<file path="src/rtl/halt_monitor.sv">
// End-of-program detector for a simulated core: watches retirements and stores,
// latches the first halt cause (halt-store, self-loop or timeout) and freezes its counters.
module halt_monitor #(
  parameter logic [31:0] HALT_ADDR  = 32'h0000_00FC,
  parameter int unsigned LOOP_LIMIT = 8,
  parameter logic [31:0] CYCLE_MAX  = 32'd180
) (
  input  logic        clk,
  input  logic        reset,
  input  logic        wb_valid,
  input  logic [31:0] wb_pc,
  input  logic        mem_write,
  input  logic [31:0] mem_addr,
  input  logic [31:0] mem_wdata,
  output logic        done,
  output logic        pass,
  output logic [1:0]  cause,
  output logic [31:0] exit_code,
  output logic [31:0] cycle_count,
  output logic [31:0] instret
);

  localparam logic [0:0] RUN    = 1'b0;
  localparam logic [0:0] HALTED = 1'b1;

  localparam logic [1:0] CAUSE_NONE  = 2'b00;
  localparam logic [1:0] CAUSE_STORE = 2'b01;
  localparam logic [1:0] CAUSE_LOOP  = 2'b10;
  localparam logic [1:0] CAUSE_TIME  = 2'b11;

  localparam logic [7:0] LOOP_MAX = 8'(LOOP_LIMIT);

  logic [0:0]  state_q, state_d;
  logic        pass_q, pass_d;
  logic [1:0]  cause_q, cause_d;
  logic [31:0] exit_q, exit_d;
  logic [31:0] cyc_q, cyc_d;
  logic [31:0] inst_q, inst_d;
  logic [7:0]  loop_q, loop_d;
  logic [31:0] last_pc_q, last_pc_d;

  logic store_hit, loop_hit, time_hit;

  assign store_hit = mem_write && (mem_addr == HALT_ADDR);
  assign loop_hit  = (loop_q == LOOP_MAX);
  assign time_hit  = (cyc_q == CYCLE_MAX);

  // The halting edge itself leaves every counter untouched, so the frozen
  // values describe the run up to the triggering cycle.
  always_comb begin
    state_d   = state_q;
    pass_d    = pass_q;
    cause_d   = cause_q;
    exit_d    = exit_q;
    cyc_d     = cyc_q;
    inst_d    = inst_q;
    loop_d    = loop_q;
    last_pc_d = last_pc_q;

    if (state_q == RUN) begin
      if (store_hit) begin
        state_d = HALTED;
        cause_d = CAUSE_STORE;
        exit_d  = mem_wdata;
        pass_d  = (mem_wdata == 32'd0);
      end else if (loop_hit) begin
        state_d = HALTED;
        cause_d = CAUSE_LOOP;
        pass_d  = 1'b0;
      end else if (time_hit) begin
        state_d = HALTED;
        cause_d = CAUSE_TIME;
        pass_d  = 1'b0;
      end else begin
        cyc_d = cyc_q + 32'd1;
        if (wb_valid) begin
          inst_d    = inst_q + 32'd1;
          last_pc_d = wb_pc;
          // loop_q of zero means no retirement yet, so last_pc_q is meaningless.
          if ((loop_q == 8'd0) || (wb_pc != last_pc_q)) begin
            loop_d = 8'd1;
          end else if (loop_q != LOOP_MAX) begin
            loop_d = loop_q + 8'd1;
          end
        end
      end
    end
  end

  always_ff @(posedge clk or posedge reset) begin
    if (reset) begin
      state_q   <= RUN;
      pass_q    <= 1'b0;
      cause_q   <= CAUSE_NONE;
      exit_q    <= 32'd0;
      cyc_q     <= 32'd0;
      inst_q    <= 32'd0;
      loop_q    <= 8'd0;
      last_pc_q <= 32'd0;
    end else begin
      state_q   <= state_d;
      pass_q    <= pass_d;
      cause_q   <= cause_d;
      exit_q    <= exit_d;
      cyc_q     <= cyc_d;
      inst_q    <= inst_d;
      loop_q    <= loop_d;
      last_pc_q <= last_pc_d;
    end
  end

  assign done        = (state_q == HALTED);
  assign pass        = pass_q;
  assign cause       = cause_q;
  assign exit_code   = exit_q;
  assign cycle_count = cyc_q;
  assign instret     = inst_q;

endmodule

</file>
<file path="config.mk">
export PLATFORM = sky130hd
export DESIGN_NAME = halt_monitor
export DESIGN_NICKNAME = d
export VERILOG_FILES = /design/src/rtl/halt_monitor.sv
export SDC_FILE = /design/constraint.sdc
export NUM_CORES = 1
export LEC_CHECK = 0
export ABC_CLOCK_PERIOD_IN_PS = 4300
export CAP_MARGIN = 20
export CORE_ASPECT_RATIO = 1.75
export CORE_MARGIN = 1
export CORE_UTILIZATION = 43
export DETAILED_ROUTE_END_ITERATION = 8
export GPL_TIMING_DRIVEN = 0
export PLACE_DENSITY = 0.76
export REMOVE_ABC_BUFFERS = 1
export SYNTH_ARGS = -nofsm -noshare
export SYNTH_HDL_FRONTEND = slang
export SYNTH_SLANG_ARGS = --single-unit
</file>
<file path="constraint.sdc">
create_clock -name clk -period 4.3 [get_ports clk]
set_clock_uncertainty 0.05 [all_clocks]
set_input_delay 0.86 -clock clk [delete_from_list [all_inputs] [get_ports clk]]
set_output_delay 0.86 -clock clk [all_outputs]
set_load 0.05 [all_outputs]
</file>
==> flow_summary.yaml, run 1 <==
logic_synthesis:
  synth_xor_area_frac: 0.123
  yosysWarnings: 0
  synthMuxAreaShare: 0.0556
  synth_edf_count: 0
  yosysSeqAreaShare: 0.525
  synth_top_area_share: 0.525
  synth_top_family_by_area: "simple AND/OR/NAND/NOR gates"
  ys_async_sr_fraction: 1.00
  yosys-top-cells-area: "dfrtp_1 (52%), xnor2_1 (7.9%), nand2_1 (7.1%)"
  synth-seq-cells: 140
  synth_area_mm2: 0.00668
  synth-compound-area-share: 0.0195
  avgSynthCellArea_um2: 10.6
  synth-adder-area-share: 0.00937
  synth.largest_area_cell: "dfrtp_1"
  synth-main-ff-cell: "dfrtp_1"
  syn_inst: 629
  synthSimpleGateAreaFrac: 0.241
  synth.distinct_cells: 43
grt:
  grtUsageTotal: 0.218
  gr-total-overflow: 0
  grt_pass1_vias: 5792
  grt_pass1_wl_um: 27100
  grt_max_degree: 82
  grt_antenna_before_repair: 1
critical_path:
  cp-start-kind: "input pin"
  crit_path_max_fanout: 35
  crit_chain: "clkdlybuf4s50_1, nor4_1, nand4_1, nor4_2, or3_2, buf_12, or2_2, o221ai_1"
  worstPathArrival_ps: 3650
  worstSetupPathType: "input pin to register"
  cp_top_family: "simple AND/OR/NAND/NOR gates"
  cp.required_ps: 4520
  critical-path-max-stage-delay_ps: 650
  path_buf_inv: 2
  endpoint_kind: "register"
  cp_slowest_cell: "nor4_2"
final_layout:
  areaGrowthSynthToFinish_pct: 42.0
  drive_gt1_frac: 0.106
  nets: 939
  fillers: 1207
  final_cells: 1030
power_and_ir_drop:
  ir_worst_vdd_uv: 373
  p_per_area_mw_per_mm2: 309
  leakage_nw: 4.27
clock_network:
  hold_buffers: 0
  cts-root-buf: "clkbuf_16"
  cts_tree: "done"
  cts.sinks: 140
  cts_setup_buffers: 0
  clkTransAtPathRegs_ps: 60
  clock_latency_ps: 410
  cts_buffers: 17
  cts_max_level: 4
  cts_resized: 0
  cts.path.max_buffers: 2
sta:
  max_slew_margin: 0.352
  worstMarginPinSlew_ps: 963
  fmax_ghz: 0.292
  hold_viol_final: 0
  rsz0062_at_grt: "false"
  whs_ps: 432
  setup_violations: 0
  setup_tns_ps: 0
  min_period_ps: 3430
  finalCritPeriodShare: 0.798
  finalMaxSlewViolations: 0
detailed_routing:
  ant_nets: 0
  vias: 5536
  routed_wl_um: 16600
  drc_errors: 0
  drt-pass1-iter-count: 4
  drtIter0Drc: 169
  viasPerCell: 5.37
  wl_per_cell_um: 16.1
run:
  cap_violations: 0
place:
  numPortBuffers: 199
  hpwl_um: 12500
  placed_cells: 998
  gp_congestion: 0.844
die:
  rows: 59
  die_area_mm2: 0.0161
  core_area_mm2: 0.0150
  start_util: 0.446
  die_x_um: 96.2
  fp.dieH_um: 167
  io_pins: 200
run_status:
  status: "completed"
min_path:
  hold_class: "register to register"
logic make-up (layout without fill, tap and decap cells):
family                   Yosys count  count (layout)
AO/OA/AOI/OAI                     18              18
other                              0               1
XOR/XNOR                          94              94
adder cells (fa/ha/maj)            5               5
buffers and inverters             33             250
multiplexers                      33              33
flip-flops                       140             140
AND/OR/NAND/NOR                  306             306
power breakdown:
group          internal [mW]    switching, mW
clock                  0.888            0.568
sequential              1.32  0.0000000000207
combinational         0.0968           0.0613
total                   2.30            0.629
through the flow:
| stage | power (mW) | instance area [um^2] | utilization | setup slack [ps] |
|---|---|---|---|---|
| 2_1_floorplan | 1.38 | 6550 | - | -363 |
| 3_3_place_gp | 1.49 | 8770 | 0.585 | -2110 |
| 3_5_place_dp | 1.50 | 8890 | 0.593 | 422 |
| 4_1_cts | 2.97 | 9480 | 0.633 | 843 |
| 5_1_grt | 3.05 | 9480 | 0.633 | 646 |
| 6_report | 2.93 | 9480 | 0.633 | 870 |
state kept, by name, summed over array words and instances (netlist names):
name	count
cause	2
cycle_count	32
done	1
exit_code	32
instret	32
last_pc_q	32
loop_q	8
pass	1
cell usage in the layout (no fill, tap or decap), types with 2 or more instances in the layout:
cell,n
and4_1,3
clkdlybuf4s50_1,199
clkbuf_16,17
nor4_1,33
nand4_1,31
and2_1,2
xor2_1,34
o2bb2ai_1,3
mux2_2,33
nand2_1,127
or3_4,2
dfrtp_1,140
xnor2_1,60
clkinvlp_4,4
and3_1,11
nand3_1,23
nor4_2,6
o21ai_0,6
o31ai_1,2
nor3_1,21
nor2_1,18
clkinv_4,2
buf_16,2
clkbuf_8,2
bufinv_16,2
inv_6,4
inv_1,13
buf_6,2
ha_1,5
or3_1,2
nand2b_1,3
nand3b_1,2
nor4b_1,8
and4b_1,3
or2_2,3
cell usage after synthesis (all sizes together) (2+ instances only):
| master | count |
|---|---|
| nor2 | 18 |
| buf | 14 |
| o2bb2ai | 3 |
| nand3b | 2 |
| nand2 | 128 |
| or3 | 5 |
| o21ai | 6 |
| and4b | 3 |
| nor3 | 23 |
| inv | 14 |
| nand2b | 3 |
| and3 | 11 |
| nor4 | 39 |
| nor4b | 8 |
| and4 | 4 |
| o31ai | 2 |
| mux2 | 33 |
| dfrtp | 140 |
| nand3 | 24 |
| and2 | 2 |
| xnor2 | 60 |
| ha | 5 |
| clkbuf | 5 |
| or2 | 3 |
| nand4 | 31 |
| xor2 | 34 |
| or4 | 2 |
layout make-up:
cell class / instances / area [um^2] / area share
Sequential cell: 140 / 3500 / 0.369
Multi-Input combinational cell: 456 / 3000 / 0.317
Timing Repair Buffer: 205 / 2100 / 0.221
Clock buffer: 19 / 453 / 0.0478
Tap cell: 183 / 229 / 0.0241
Clock inverter: 12 / 139 / 0.0146
Inverter: 14 / 57.6 / 0.00607
Antenna cell: 1 / 2.50 / 0.000264
final timing paths:
path,startpoint,depth (start not counted),to,slack (ps)
max,mem_addr[18],8,loop_q[7],870
min,instret[31],1,instret[31],430
max reg2reg,cycle_count[0],9,loop_q[0],1250
min reg2reg,instret[31],1,instret[31],430
max in group asynchronous,reset,3,exit_code[23],2590
min in group asynchronous,reset,2,instret[2],860
metal layers:
layer | GRT usage | vias to the layer above | wire, um | part of all wire
li1 | - | 2608 | - | -
met1 | 0.241 | 2691 | 6240 | 0.38
met2 | 0.391 | 202 | 9020 | 0.54
met3 | 0.0525 | 35 | 978 | 0.059
met4 | 0.0837 | 0 | 369 | 0.022
met5 | 0 | - | 0 | 0
Note: power is estimated with default switching activity, not from simulation.
==> run 2: changes to the inputs <==
--- a/config.mk
+++ b/config.mk
@@ -5,14 +5,14 @@
 export SDC_FILE = /design/constraint.sdc
 export NUM_CORES = 1
 export LEC_CHECK = 0
-export ABC_CLOCK_PERIOD_IN_PS = 4300
+export ABC_CLOCK_PERIOD_IN_PS = 3300
 export CAP_MARGIN = 20
 export CORE_ASPECT_RATIO = 1.75
 export CORE_MARGIN = 1
-export CORE_UTILIZATION = 43
+export CORE_UTILIZATION = 48
 export DETAILED_ROUTE_END_ITERATION = 8
 export GPL_TIMING_DRIVEN = 0
-export PLACE_DENSITY = 0.76
+export PLACE_DENSITY = 0.8
 export REMOVE_ABC_BUFFERS = 1
 export SYNTH_ARGS = -nofsm -noshare
 export SYNTH_HDL_FRONTEND = slang
==> constraint.sdc (replaced) <==
create_clock -name clk -period 3.3 [get_ports clk]
set_clock_uncertainty 0.05 [all_clocks]
set_input_delay 0.66 -clock clk [delete_from_list [all_inputs] [get_ports clk]]
set_output_delay 0.66 -clock clk [all_outputs]
set_load 0.05 [all_outputs]
==> run 2 against run 1 <==
Core utilization rose by 6.8 points. Design area hardly changed. Sequential cell count unchanged. Critical path type unchanged. First-iteration DRC count increased by 13%. Via count up 0.67%. Sequential power grew 30%. Clock power up 29%. Worst hold slack is essentially flat. Global-route usage up 1.8 points. Count of clock-buffer cells in the layout did not move. Critical endpoint is now pass. Combinational power is 32% higher. Final cell count shrank 0.87%.
==> flow_summary.yaml, run 2 (synthesis gave the netlist of run 1 again) <==
final_layout:
  mostFrequentLayoutCells: "clkdlybuf4s50_1 (199), dfrtp_1 (140), nand2_1 (127)"
  fillers: 983
  postLayoutCellArea_mm2: 0.00948
  seqCellArea_mm2: 0.00350
  finish.utilization: 0.701
  final_cells: 1021
  nets: 940
  diodes: 0
  drive_gt1_frac: 0.106
  multi_input_area_mm2: 0.00301
  areaGrowthSynthToFinish_pct: 42.0
  final_common_cell: "clkdlybuf4s50_1"
place:
  post_dp_cell_area_mm2: 0.00889
  hpwl_um: 12300
  gp_congestion: 0.809
  placed_cells: 990
  dpl_worst_slack_ps: -490
  numPortBuffers: 199
sta:
  min_period_ps: 3030
  hold_viol_final: 0
  rsz0062_at_grt: "false"
  max_slew_margin: 0.310
  finalCritPeriodShare: 0.919
  setup_tns_ps: 0
  finalMaxSlewViolations: 0
  setup_slack_ps: 268
  setup_violations: 0
  whs_ps: 432
  fmax_ghz: 0.330
  worstMarginPinSlew_ps: 1030
power_and_ir_drop:
  leakage_nw: 4.29
  p_per_area_mw_per_mm2: 402
  ir_worst_vdd_uv: 366
  finalPower_mw: 3.81
  p_switching_uw: 825
  p_seq_frac: 0.451
  pwr-share-clk: 0.495
  p_int_mw: 2.98
  p_comb_frac: 0.055
  switching_share: 0.217
die:
  die_x_um: 91.2
  fp.dieH_um: 158
  rows: 56
  io_pins: 200
  core_area_mm2: 0.0135
  die_area_mm2: 0.0144
  start_util: 0.494
grt:
  grtUsageTotal: 0.236
  grt_max_degree: 97
  grt_pass1_vias: 5728
  grt_antenna_before_repair: 0
  grt_pass1_wl_um: 27000
  gr-total-overflow: 0
run_status:
  status: "completed"
critical_path:
  cp.required_ps: 3590
  worstSetupPathType: "input pin to register"
  worstPathArrival_ps: 3330
  cp-start-kind: "input pin"
  crit_chain: "clkdlybuf4s50_1, nor4_1, nand4_1, nor4_4, nand2_1, buf_16, nor3_1, a211o_1"
  critical-path-max-stage-delay_ps: 530
  endpoint_kind: "register"
  cp-startpoint: "mem_addr[18]"
  r2r_start: "cycle_count[0]"
  cp_top_family: "simple AND/OR/NAND/NOR gates"
  crit_path_max_fanout: 25
  path_buf_inv: 2
  cp_slowest_cell: "nor4_4"
clock_network:
  cts.sinks: 140
  clkTransAtPathRegs_ps: 60
  cts-root-buf: "clkbuf_16"
  cts_max_level: 4
  clock_latency_ps: 410
  cts_tree: "done"
  cts.path.max_buffers: 2
  cts_buffers: 17
  cts_setup_buffers: 0
detailed_routing:
  wl_per_cell_um: 16.3
  drtIter0Drc: 191
  viasPerCell: 5.46
  drt-pass1-iter-count: 6
  ant_nets: 0
  routed_wl_um: 16600
  drc_errors: 0
  vias: 5573
min_path:
  hold_class: "register to register"
  min_from: "instret[31]"
run:
  cap_violations: 0
run 2: changes by cell type in the layout (fill, tap and decap cells not counted):
cell | before | now
clkbuf_8 | 2 | 1
clkinvlp_4 | 4 | 2
inv_6 | 4 | 6
nor4_2 | 6 | 5
buf_6 | 2 | 3
clkbuf_1 | 0 | 1
nor4_4 | 0 | 1
or3_2 | 1 | 0
diode_2 | 1 | 0
or3_4 | 2 | 3
clkinv_2 | 1 | 2
clkinv_4 | 2 | 1
run 2: final cells by class:
type,count,share of cell area
Multi-Input combinational cell,456,0.318
Clock buffer,19,0.0467
Tap cell,174,0.0230
Timing Repair Buffer,206,0.222
Sequential cell,140,0.369
Clock inverter,12,0.0145
Inverter,14,0.00607
run 2: timing repair:
item	CTS	global route
gates resized for setup	1	1
hold buffers	0	0
endpoints found under the setup margin	6	28
run 2: path summary, 6_finish.rpt:
check	endpoint	slack, ps	depth (start not counted)
max	pass	270	8
min in group asynchronous	last_pc_q[8]	600	2
max in group asynchronous	cycle_count[24]	1820	3
min reg2reg	instret[31]	430	1
min	instret[31]	430	1
max reg2reg	loop_q[0]	500	9
run 2: power by group through the flow:
stage / clock network (mW) / logic (mW) / registers [mW]
floorplan: 0 / 0.0517 / 1.75
global placement: 0 / 0.199 / 1.75
detailed placement: 0 / 0.209 / 1.75
CTS: 1.92 / 0.211 / 1.72
global route: 1.99 / 0.226 / 1.72
finish: 1.88 / 0.208 / 1.72
run 2: worst register-to-register path, cell delays in order (launching register included):
cell and delay (ps):
dfrtp_1 410, inv_1 90, ha_1 210, and4b_1 190, nand4_1 80, nor2_1 160, or3_4 600, buf_12 230
or2_2 380, mux2_2 280
run 2: per-layer routing:
layer	track usage	part of all wire
met3	0.0572	0.055
met5	0	0
met4	0.0998	0.025
met1	0.257	0.38
met2	0.435	0.54
==> RTL edit 1: new RTL, settings of run 1 <==
Put one more register stage on the output `cycle_count`, cleared by the reset. The value now appears one clock later. The other outputs are not delayed to match.
--- a/src/rtl/halt_monitor.sv
+++ b/src/rtl/halt_monitor.sv
@@ -113,7 +113,13 @@
   assign pass        = pass_q;
   assign cause       = cause_q;
   assign exit_code   = exit_q;
-  assign cycle_count = cyc_q;
+  always_ff @(posedge clk or posedge reset) begin
+    if (reset) begin
+      cycle_count <= '0;
+    end else begin
+      cycle_count <= cyc_q;
+    end
+  end
   assign instret     = inst_q;
 
 endmodule
Function: changed (Yosys sat finds a counterexample within 4 cycles, from zero or initial values and one cycle with reset high).
==> RTL edit 1 against run 1 <==
Sequential share of layout area is 5.2 points higher; synthesized cell count is 2.7% higher; global-route usage is 0.75 points lower; non-clock buffer count is the same; register-to-register slack better by 160 ps; sequential cell count rose by 32; synthesized area up 10%; worst setup slack improved by 160 ps; fmax increased by 4.9%; final area increased by 7.6%; routed wire length rose by 5.4%; critical endpoint is now loop_q[5]$_DFFE_PP0P_.
Power is not compared: it rests on default switching activity, and its combinational part moved more than twofold at a synthesized area within 25%.
==> RTL edit 1: results (changes against run 1) <==
- CTS buffer count: 17 (unchanged)
- Top post-synthesis cells by area: dfrtp_1 (59%), xnor2_1 (9.3%), nand2_1 (6.7%)
- Post-Synthesis Cells: 646 (+2.7%)
- Per-cell routed wire length: 16.1 µm (-0.35%)
- Placed Cells: 1057 (+5.9%)
- Clk_lat worst skew: 430 ps (+20 ps)
- FF+latch count, synth: 172 (+23%)
- Routability cong.: 0.797 (-5.6%)
- CP max stage cell: clkdlybuf4s50_1
- Multi-input logic area: 2920 µm² (-2.9%)
- DP HPWL: 12.9 mm (+3.7%)
- CP max FO: 29 (-17%)
- Nonclk inv count: 9 (-5)
- Crit path from: mem_write
- DR vias: 5504 (-0.58%)
- RR Startpoint: cyc_q[0]$_DFFE_PP0P_
- Status: completed
- Final Instance Area: 10200 µm² (+7.6%)
- First-pass GRT wire length: 28.2 mm (+3.9%)
- WP data arrival: 3540 ps (-110 ps)
- NonClk Buf Share: 20.5% (-1.6 points)
- Synth unique cells: 48 (+12%)
- Final WL: 17.5 mm (+5.4%)
- Antenna Cells: 0 (-1)
- Slew margin rel.: 34.5% (-0.63 points)
- Nets: 957 (+1.9%)
- Layout cells sized above 1: 10.2% (-0.46 points)
- R2R Setup Slk: 1410 ps (+160 ps)
- GRT Total Usage: 21.1% (-0.75 points)
- Clk cell area share: 5.63% (-0.61 points)
- Vias in the first global route: 5611 (-3.1%)
- Post-synth top cells: dfrtp_1 (172), nand2_1 (131), xnor2_1 (78)
- Cell Area, Placed: 9630 µm² (+8.4%)
- Post-Syn Area: 7350 µm² (+10%)
- Comb_multi_in: 447 (-2.0%)
- Sequential share of the synthesized area: 58.6% (+6.1 points)
- Layout fillers: 1348 (+12%)
## RTL edit 1: logic make-up (layout without fill, tap and decap cells)
group,Yosys count,count (layout),synth area share (%)
AOI/OAI and AO/OA,20,20,1.80
xor gates and xnor gates,94,94,11.3
adders and majority gates,5,5,0.851
buffers and inverters,27,246,1.86
DFF,172,172,58.6
muxes,33,33,5.04
and+or+nand+nor,295,295,20.6
## RTL edit 1: layer usage
metal / track usage (%) / routed length, µm
met2: 37.8 / 9630
met5: 0 / 0
met1: 23.2 / 6640
met4: 10.3 / 602
met3: 4.40 / 630
## RTL edit 1: worst min-delay path by stage
stage,from,endpoint,slack [ps],cells after the start
after floorplan,cyc_q[31]$_DFFE_PP0P_,cycle_count[31]$_DFF_PP0_,340,0
after global placement,cyc_q[31]$_DFFE_PP0P_,cycle_count[31]$_DFF_PP0_,380,0
after detailed placement,cyc_q[31]$_DFFE_PP0P_,cycle_count[31]$_DFF_PP0_,370,0
after CTS,cyc_q[31]$_DFFE_PP0P_,cycle_count[31]$_DFF_PP0_,390,0
after global routing,cyc_q[31]$_DFFE_PP0P_,cycle_count[31]$_DFF_PP0_,410,0
final,cyc_q[31]$_DFFE_PP0P_,cycle_count[31]$_DFF_PP0_,380,0
## RTL edit 1: power by group
| group | internal, µW | total, µW | leakage (µW) | switching [µW] |
|---|---|---|---|---|
| clock | 773 | 1480 | 0.000282 | 711 |
| combinational | 209 | 477 | 0.00199 | 268 |
| sequential | 1670 | 1740 | 0.00224 | 66.6 |
| total | 2660 | 3700 | 0.00451 | 1040 |
## RTL edit 1: stage by stage
step,hold WS [ps],setup slack (ps)
3_3_place_gp,378,-3600
4_1_cts,389,982
5_1_grt,410,801
2_1_floorplan,344,-1270
3_5_place_dp,373,506
6_report,384,1030
==> RTL edit 2: new RTL, config.mk and constraints of run 1 <==
Made on the original files. `LOOP_LIMIT`: 8 -> 4.
--- a/src/rtl/halt_monitor.sv
+++ b/src/rtl/halt_monitor.sv
@@ -2,7 +2,7 @@
 // latches the first halt cause (halt-store, self-loop or timeout) and freezes its counters.
 module halt_monitor #(
   parameter logic [31:0] HALT_ADDR  = 32'h0000_00FC,
-  parameter int unsigned LOOP_LIMIT = 8,
+  parameter int unsigned LOOP_LIMIT = 4,
   parameter logic [31:0] CYCLE_MAX  = 32'd180
 ) (
   input  logic        clk,
Check against the original RTL: no difference found for any inputs over 4 cycles, from zero or initial values and one cycle with reset high; that may be too few to reach the edited logic, so the function may still have changed.
==> RTL edit 2 against run 1 <==
Fmax is 1.2% lower; non-clock buffer count fell by 2; final area shrank 0.57%; power grew 0.89%; sequential cell count unchanged; worst setup slack worse by 40 ps; routed wire length rose by 3.9%; synthesized area shrank 0.17%; die area shrank 0.17%; core utilization shrank 0.36 points; worst hold slack better by 3.3 ps; critical endpoint is now instret[23]$_DFFE_PP0P_; largest power group unchanged; highest routed layer unchanged.
==> RTL edit 2: results (changes against run 1) <==
- Status: completed
- Routability cong.: 0.846 (+0.26%)
- Leakage Power: 0.00417 µW (-2.3%)
- Crit path from: mem_addr[0]
- Sequential share of the synthesized area: 52.5% (+0.089 points)
- Top post-synthesis cells by area: dfrtp_1 (53%), xnor2_1 (8.8%), nand2_1 (7.3%)
- Maximum vdd ir drop: 0.230 mV (-38%)
- Layout cells sized above 1: 10.1% (-0.53 points)
- Pre-CTS setup slack: 374 ps (-47.9 ps)
- Post-synth top cells: dfrtp_1 (140), nand2_1 (129), xnor2_1 (67)
- Crit path capture: instret[23]$_DFFE_PP0P_
- Layout fillers: 1201 (-0.50%)
- First-pass GRT wire length: 27.4 mm (+0.94%)
- GRT Total Usage: 22.2% (+0.40 points)
- Initial drt markers: 150 (-11%)
- Per-cell routed wire length: 16.8 µm (+4.5%)
- R2R Setup Slk: 960 ps (-290 ps)
- Nets: 935 (-0.43%)
- Synth unique cells: 50 (+16%)
- Slew margin rel.: 40.5% (+5.4 points)
- DP HPWL: 12.7 mm (+1.7%)
- Antenna violations before repair: 0 (-1)
- Largest net degree at the start of global routing: 77 (-6.1%)
- Hold WS: 436 ps (+3.32 ps)
- DR vias: 5423 (-2.0%)
- Min Tclk post-route: 3470 ps (+40.3 ps)
- WP data arrival: 3710 ps (+60 ps)
- CP max FO: 18 (-49%)
- Detailed Routing Iterations Pass 1: 4 (unchanged)
- Vias in the first global route: 5621 (-3.0%)
- PortBufs: 199 (unchanged)
- Reg2reg end: instret[23]$_DFFE_PP0P_
- Antenna Cells: 0 (-1)
-- RTL edit 2: final cells by class --
type / count / share of cell area, %
Clock buffer: 20 / 4.84
Clock inverter: 10 / 1.50
Inverter: 16 / 0.770
Multi-Input combinational cell: 452 / 31.2
Sequential cell: 140 / 37.2
Tap cell: 183 / 2.43
Timing Repair Buffer: 203 / 22.1
-- RTL edit 2: power breakdown --
part	switching, µW	internal (µW)
Combinational	57.7	95.0
Clock	549	938
Sequential	0.0000000473	1320
-- RTL edit 2: kinds of logic (layout without fill, tap and decap cells) --
family	after synthesis	after routing	synth area share, %
AO/OA/AOI/OAI	18	18	1.82
flip-flops	140	140	52.5
multiplexers	33	33	5.57
buffers and inverters	38	249	3.43
adder cells (fa/ha/maj)	5	5	0.938
XOR/XNOR	94	94	12.3
AND/OR/NAND/NOR	302	302	23.3
-- RTL edit 2: layer usage --
layer | vias to the layer above | share of wire [%] | track usage, %
met5 | - | 0 | 0
met4 | 0 | 2.3 | 8.89
met3 | 34 | 4.4 | 4.98
met2 | 156 | 56 | 40.6
met1 | 2668 | 37 | 23.9
li1 | 2565 | - | -
-- RTL edit 2: stage by stage --
step	util (%)	cell area (µm²)	power, µW	std cells
after global placement	58.2	8730	1490	990
after CTS	62.9	9430	2990	1024
after floorplan	-	6510	1380	608
after global routing	62.9	9430	3070	1024
after detailed placement	58.9	8830	1500	994
final	62.9	9430	2960	1024
-- RTL edit 2: worst max-delay path, stage by stage --
cell	delay [ps]
clkdlybuf4s50_1	440
and4b_1	190
nand4_1	110
or4_1	260
nand4b_1	720
buf_16	440
or4_1	550
xnor2_1	140
